**src/rtl/simd_op_controller.sv**
```systemverilog
// rtl/simd_op_controller.sv - NOP/LOAD/MUL/STORE sequencer for the SIMD register file and multiply ALU
// Optional wait timeout enabled by defining SIMD_CTRL_TIMEOUT_EN.
module simd_op_controller #(
    parameter int ADDR_W    = 8,
    parameter int TIMEOUT_W = 8,
    parameter int CNT_W     = 16
) (
    input  logic              clk,
    input  logic              rst,
    input  logic              instr_valid,
    output logic              instr_ready,
    input  logic [1:0]        instr_op,
    input  logic [1:0]        instr_reg,
    input  logic [ADDR_W-1:0] instr_addr,
    output logic              mem_req,
    output logic              mem_we,
    output logic [ADDR_W-1:0] mem_addr,
    input  logic              mem_ack,
    output logic              alu_start,
    input  logic              alu_done,
    output logic              rf_write_en,
    output logic              rf_load_en,
    output logic [1:0]        rf_dst_reg,
    output logic [1:0]        rf_src_sel,
    output logic              busy,
    output logic              err,
    output logic [CNT_W-1:0]  retired
);

    typedef enum logic [2:0] {
        S_IDLE, S_MEM_RD, S_LOAD_WR, S_ALU_RUN, S_ALU_WR, S_MEM_WR, S_ERR
    } state_t;

`ifdef SIMD_CTRL_TIMEOUT_EN
    localparam bit TMO_EN = 1'b1;
`else
    localparam bit TMO_EN = 1'b0;
`endif

    // Last wait cycle is reached when the counter holds 2**TIMEOUT_W-2 (cleared to 0 on entry).
    localparam logic [TIMEOUT_W-1:0] TMO_LAST = {{(TIMEOUT_W-1){1'b1}}, 1'b0};

    state_t               state, state_nxt;
    logic [1:0]           reg_q;
    logic [ADDR_W-1:0]    addr_q;
    logic                 first_q;
    logic [TIMEOUT_W-1:0] tmo_cnt;
    logic [CNT_W-1:0]     retired_q;
    logic                 accept;
    logic                 timeout;
    logic                 retire;

    assign instr_ready = (state == S_IDLE) & ~rst;
    assign accept      = instr_valid & instr_ready;
    assign timeout     = TMO_EN & (tmo_cnt == TMO_LAST);
    assign retire      = (accept & (instr_op == 2'b00)) |
                         ((state != S_IDLE) & (state_nxt == S_IDLE));

    always_ff @(posedge clk or posedge rst) begin
        if (rst) begin
            state     <= S_IDLE;
            reg_q     <= '0;
            addr_q    <= '0;
            first_q   <= 1'b0;
            tmo_cnt   <= '0;
            retired_q <= '0;
        end else begin
            state   <= state_nxt;
            first_q <= (state_nxt == S_ALU_RUN) & (state != S_ALU_RUN);
            if (accept) begin
                reg_q  <= instr_reg;
                addr_q <= instr_addr;
            end
            if (state_nxt != state)
                tmo_cnt <= '0;
            else
                tmo_cnt <= tmo_cnt + 1'b1;
            if (retire)
                retired_q <= retired_q + 1'b1;
        end
    end

    always_comb begin
        state_nxt = state;
        case (state)
            S_IDLE: begin
                if (accept) begin
                    case (instr_op)
                        2'b01:   state_nxt = S_MEM_RD;
                        2'b10:   state_nxt = S_ALU_RUN;
                        2'b11:   state_nxt = S_MEM_WR;
                        default: state_nxt = S_IDLE;
                    endcase
                end
            end
            S_MEM_RD: begin
                if (mem_ack)      state_nxt = S_LOAD_WR;
                else if (timeout) state_nxt = S_ERR;
            end
            S_LOAD_WR: state_nxt = S_IDLE;
            S_ALU_RUN: begin
                if (alu_done)     state_nxt = S_ALU_WR;
                else if (timeout) state_nxt = S_ERR;
            end
            S_ALU_WR: state_nxt = S_IDLE;
            S_MEM_WR: begin
                if (mem_ack)      state_nxt = S_IDLE;
                else if (timeout) state_nxt = S_ERR;
            end
            S_ERR:   state_nxt = S_ERR;
            default: state_nxt = S_IDLE;
        endcase
    end

    always_comb begin
        mem_req     = 1'b0;
        mem_we      = 1'b0;
        alu_start   = 1'b0;
        rf_write_en = 1'b0;
        rf_load_en  = 1'b0;
        rf_dst_reg  = 2'b00;
        rf_src_sel  = 2'b00;
        case (state)
            S_MEM_RD:  mem_req = 1'b1;
            S_LOAD_WR: begin
                rf_write_en = 1'b1;
                rf_load_en  = 1'b1;
                rf_dst_reg  = reg_q;
            end
            S_ALU_RUN: alu_start = first_q;
            S_ALU_WR:  rf_write_en = 1'b1;
            S_MEM_WR: begin
                mem_req    = 1'b1;
                mem_we     = 1'b1;
                rf_src_sel = reg_q;
            end
            default: ;
        endcase
    end

    assign mem_addr = addr_q;
    assign busy     = (state != S_IDLE);
    assign err      = TMO_EN & (state == S_ERR);
    assign retired  = retired_q;

endmodule

```
**config.mk**
```make
export PLATFORM = sky130hd
export DESIGN_NAME = simd_op_controller
export DESIGN_NICKNAME = d
export VERILOG_FILES = /design/src/rtl/simd_op_controller.sv
export SDC_FILE = /design/constraint.sdc
export NUM_CORES = 1
export LEC_CHECK = 0
export ABC_AREA = 1
export CAP_MARGIN = 10
export CORE_ASPECT_RATIO = 1.25
export CORE_MARGIN = 3
export CORE_UTILIZATION = 35
export CTS_BUF_LIST = sky130_fd_sc_hd__clkbuf_4
export DETAILED_ROUTE_END_ITERATION = 12
export GPL_TIMING_DRIVEN = 0
export PLACE_DENSITY = 0.65
export SKIP_LAST_GASP = 1
export SYNTH_ARGS = -nofsm -noshare
export SYNTH_HDL_FRONTEND = slang
export SYNTH_SLANG_ARGS = --single-unit
```
**constraint.sdc**
```tcl
create_clock -name clk -period 1.85 [get_ports clk]
set_input_delay 0.37 -clock clk [delete_from_list [all_inputs] [get_ports clk]]
set_output_delay 0.37 -clock clk [all_outputs]
set_load 0.01 [all_outputs]
```
# After elaboration in Yosys (flattened, before gate mapping)
# Cells that the tools add are included.
[totals] reg_bits=30 input_bits=17 latchBits=0 elab_cells=43 n_memories=0 mem_bits_ro=0 ramBits=0
[classes] shift=0 n_mux=13 order_cmp=0 n_div=0 mul=0 eq_ne=11 bitwise=7 add_sub_neg=1 n_reduce_logical=6
[op_table] cell="$add 16x1->16 const B" count=1
[op_table] cell="$pmux 3 s5" count=1
[op_table] cell="$mux 3" count=4
[op_table] cell="$eq 3x2->1 const B" count=3
[op_table] cell="$eq 3x3->1 const B" count=3
[op_table] cell="$pmux 3 s3" count=1
[op_table] cell="$logic_not 3->1" count=2
[op_table] cell="$and 1x1->1" count=5
[op_table] cell="$mux 1" count=5
[op_table] cell="$eq 2x2->1 const B" count=2
[op_table] cell="$mux 2" count=2
[op_table] cell="$reduce_or 2->1" count=2
[op_table] cell="$eq 3x1->1 const B" count=1
[op_table] cell="$ne 3x2->1 const B" count=1
[op_table] cell="$reduce_bool 3->1" count=1
[op_table] cell="$eq 2x1->1 const B" count=1
[op_table] cell="$logic_not 2->1" count=1
[op_table] cell="$not 1->1" count=1
[op_table] cell="$or 1x1->1" count=1

# Longest topological paths before layout
# Gate-level depths: netlist of run 1.
[logic_depth] word_depth=8 ltp_mapped=12 depth_no_buf=11

# Worst setup path after synthesis of run 1
# OpenSTA, ideal clock, no wires.
[synth_path] path_kind="input port to flip-flop" startpoint="input port rst" endpoint="register retired_q[5] (netlist: retired[5])" t_arrival_ns=1.692 required_ns=1.733 path_stages=11 setup_slack_ns=0.041 path_buffers=1 setup_time_ns=0.117 path_cell_list="inv_2 -> nand3_4 -> inv_4 -> nand2_8 -> nor2_2 -> nor2_4 -> nand3_4 -> nand2_4 -> buf_8 -> nand2_2 -> nand2_1"
[synth_between] elab_chain_cells=8 word_cells_on_any_way=9 classes_between="mux: 2; bitwise: 6; reduce/logical: 1"
[synth_rtl] element="start: declaration" line="9" rtl="input logic rst,"
[synth_rtl] element="$not 1->1 *" line="53" rtl="assign instr_ready = (state == S_IDLE) & ~rst;"
[synth_rtl] element="$and 1x1->1 *" line="53"
[synth_rtl] element="net instr_ready" line="11" rtl="output logic instr_ready,"
[synth_rtl] element="$and 1x1->1 *" line="54" rtl="assign accept = instr_valid & instr_ready;"
[synth_rtl] element="$mux 3" line="87" rtl="if (accept) begin"
[synth_rtl] element="$pmux 3 s5" line="85" rtl="case (state)"
[synth_rtl] element="$logic_not 3->1" line="57" rtl="((state != S_IDLE) & (state_nxt == S_IDLE));"
[synth_rtl] element="$and 1x1->1" line="57"
[synth_rtl] element="$or 1x1->1 *" line="56" rtl="assign retire = (accept & (instr_op == 2'b00)) |"
[synth_rtl] element="end signal: assignment" line="79" rtl="retired_q <= retired_q + 1'b1;"
[synth_rtl] element="end: declaration" line="48" rtl="logic [CNT_W-1:0] retired_q;"
# Mark *: on every way through the listed nets, which the timed path passes. The rest lies on a longest branch.
# A chain may end at the register's enable or synchronous reset.

# Worst setup path after layout of run 1
[layout_path] startpoint="register state[1]" endpoint="output port mem_we"
[layout_between] elab_chain_cells=2
[layout_rtl] element="start: declaration" line="43" rtl="state_t state, state_nxt;"
[layout_rtl] element="start signal: assignment" line="68" rtl="state <= state_nxt;"
[layout_rtl] element="$eq 3x3->1" line="123" rtl="case (state)"
[layout_rtl] element="$mux 1" line="123"
[layout_rtl] element="end: declaration" line="16" rtl="output logic mem_we,"
# No other way between the ends.

==> results of run 1 <==
power by group:
part / internal (mW) / switching, mW / total (mW)
registers: 0.824 / 0.125 / 0.948
logic: 0.687 / 0.726 / 1.41
clock network: 0.141 / 0.250 / 0.391
total: 1.65 / 1.10 / 2.75
cells in the mapped netlist:
master,count
buf_2,2
buf_4,1
buf_6,1
buf_8,1
clkbuf_1,1
conb_1,1
dfrtp_1,30
ha_1,1
inv_1,20
inv_2,4
inv_4,1
nand2_1,69
nand2_2,12
nand2_4,1
nand2_8,1
nand3_1,22
nand3_2,2
nand3_4,2
nand3b_1,1
nand4_1,5
nor2_1,15
nor2_2,4
nor2_4,5
nor3_1,2
nor3_2,1
nor3b_1,1
nor4_1,1
o21ai_0,4
xnor2_1,4
xor2_1,9
worst register-to-register path: stages, from the launching register on:
cell	delay [ps]
dfrtp_2	430
buf_4	140
inv_2	100
nor2_1	50
nand2_1	80
nand2_1	80
nor2_2	100
nand2_2	80
nor2_4	100
nand3_4	120
nand2_4	130
buf_8	160
nand2_2	50
nand2_1	50
worst paths after layout:
path	from	to	slack [ps]	cells after the start
max	state[1]$_DFF_PP0_	mem_we	20	5
min	rst	retired[5]$_DFFE_PP0P_	140	2
max reg2reg	state[1]$_DFF_PP0_	retired[7]$_DFFE_PP0P_	110	13
min reg2reg	mem_addr[5]$_DFFE_PP0N_	mem_addr[5]$_DFFE_PP0N_	480	2
max in group asynchronous	rst	retired[6]$_DFFE_PP0P_	1440	2
min in group clk	mem_addr[5]$_DFFE_PP0N_	mem_addr[5]$_DFFE_PP0N_	480	2
layout make-up:
| class | instances | area share, % |
|---|---|---|
| clock inverter | 3 | 0.6410 |
| inverter | 25 | 4.832 |
| clock buffer | 5 | 1.479 |
| sequential | 30 | 29.73 |
| timing repair inverter | 1 | 0.3452 |
| buffer | 6 | 2.170 |
| multi-input combinational | 163 | 36.59 |
| timing repair buffer | 60 | 21.25 |
| tap | 60 | 2.959 |
metrics by stage:
step	util, %	instance area, um2	hold slack [ps]
CTS	51.22	2476	142.9
global placement	49.04	2371	454.8
finish	52.48	2537	144.8
floorplan	-	1785	305.4
global route	52.48	2537	149.7
detailed placement	49.04	2371	459.3
sequential cells by signal, indices dropped and copies added (netlist names):
signal / cells
retired: 16
mem_addr: 8
state: 3
reg_q: 2
first_q: 1
timing repair:
item,CTS,global route
setup endpoints to repair,27,18
cloned,1,0
setup buffers,2,7
endpoints found under the hold margin,0,0
pin swaps,0,3
resized for setup,28,26
kinds of logic (layout without fill, tap and decap cells):
logic type | Yosys count | count (layout) | share of synthesized area (%)
AO/OA/AOI/OAI | 4 | 4 | 1.121
other | 1 | 1 | 0.2100
XOR/XNOR | 13 | 13 | 6.377
adder cells (fa/ha/maj) | 1 | 1 | 0.7007
flip-flops | 30 | 30 | 42.05
buffers and inverters | 31 | 100 | 8.058
AND/OR/NAND/NOR | 144 | 144 | 41.49
per-layer routing:
metal	global-route usage, %	part of all wire (%)	vias to the layer above
li1	-	-	830
met1	19.24	42	765
met2	26.66	51	49
met3	3.986	5.8	6
met4	5.226	1.4	0
met5	0	0	-
==> flow_summary.json, run 1 <==
{
  "grt_overflow": 0,
  "cp_num_buf_inv": 4,
  "seq_area_um2": 754.5,
  "h-tree-depth": 2,
  "cts_buffers": 5,
  "crit_type": "flop to primary output",
  "hold_violations": 0,
  "n_antenna_cell": 0,
  "die_w_um": 69.89,
  "dr.first_iter.drc_count": 68,
  "totalWireLength_mm": 4.516,
  "fp-row-count": 28,
  "rsz0062_at_grt": "true",
  "synth_warnings": 0,
  "ir_drop_mv": 0.6453,
  "core-area_um2": 4835,
  "ys_types": 30,
  "first_global_vias": 1541,
  "dieArea_um2": 6000,
  "final_cells": 353,
  "dieHeight_um": 85.86,
  "final_antenna_net_count": 0,
  "cpMaxStageDelayCell": "dfrtp_2",
  "synthesis.area_um2": 1785,
  "crit_required_ps": 1480,
  "power.density_nw_per_um2": 1084,
  "synth_area_leaders": "dfrtp_1, nand2_1, nand3_1, xor2_1, inv_1",
  "clock_skew_ps": 15.03,
  "post-place-cells": 335,
  "detail_route.first_pass.iterations": 4,
  "fin_crit_ps": 1831,
  "drcViolationCount": 0,
  "root_buffer": "clkbuf_4",
  "status": "completed",
  "yosys.area.top_type": "dfrtp_1",
  "hpwl_mm": 3.002,
  "area_growth_pct": 42.12,
  "io_buffers": 51,
  "fill_cells": 507,
  "end_kind": "primary output",
  "hold_class": "input port to asynchronous set/reset pin",
  "setup-violations-final": 0,
  "netlist_instances": 224,
  "grt_max_degree": 17,
  "path_clk_slew_ps": 110,
  "finalPower_mw": 2.752,
  "insertion_delay_ps": 350,
  "ios": 53,
  "drive_gt1_share_pct": 24.57,
  "fin_crit_sh_pct": 98.98,
  "max_stage_delay_ps": 430,
  "cts_tree": "yes",
  "yosys.area.top_type_share_pct": 42.05,
  "antenna_found_initial": 0,
  "slew_violations": 0,
  "max_clock_freq_ghz": 0.5461,
  "crit_family": "buffers and inverters",
  "initial_core_util_pct": 36.93,
  "clock_sinks": 30,
  "synth_area_per_cell_um2": 7.971,
  "grt_usage_pct": 15.63,
  "timing.setup.tns_ps": 0,
  "fin_ws_ps": 18.85,
  "cp-start-kind": "flop",
  "ctsHoldBuffers": 0,
  "syn_nets": 242,
  "synth-seq-cells": 30,
  "path_cells": "buf_4, inv_2, nand3_2, inv_1, dlygate4sd2_1",
  "via_count": 1650,
  "nets": 310,
  "maxCapViolations": 0,
  "multi_input_area_um2": 928.4,
  "place_ws_ps": -795.5,
  "clockBufferDepth": 2,
  "grt_first_pass_wirelength_mm": 7.424,
  "place.gp.congestion": 0.7691,
  "wl_per_cell_um": 12.79,
  "synth-seq-area-share_pct": 42.05,
  "crit_fanout": 4,
  "layout_commonest_cell": "nand2_1",
  "final_cell_mix": "nand2_1, clkdlybuf4s50_1, dfrtp_1",
  "p_leak_nw": 1.270,
  "vias_per_cell": 4.674,
  "arrival_ps": 1460
}
Power figures use the tool's default switching activity.
==> inputs of run 2 (changes only) <==
SLEW_MARGIN = 20   (was not set)
==> results of run 2 <==
Final layout, timing and power as in run 1 (identical DEF).
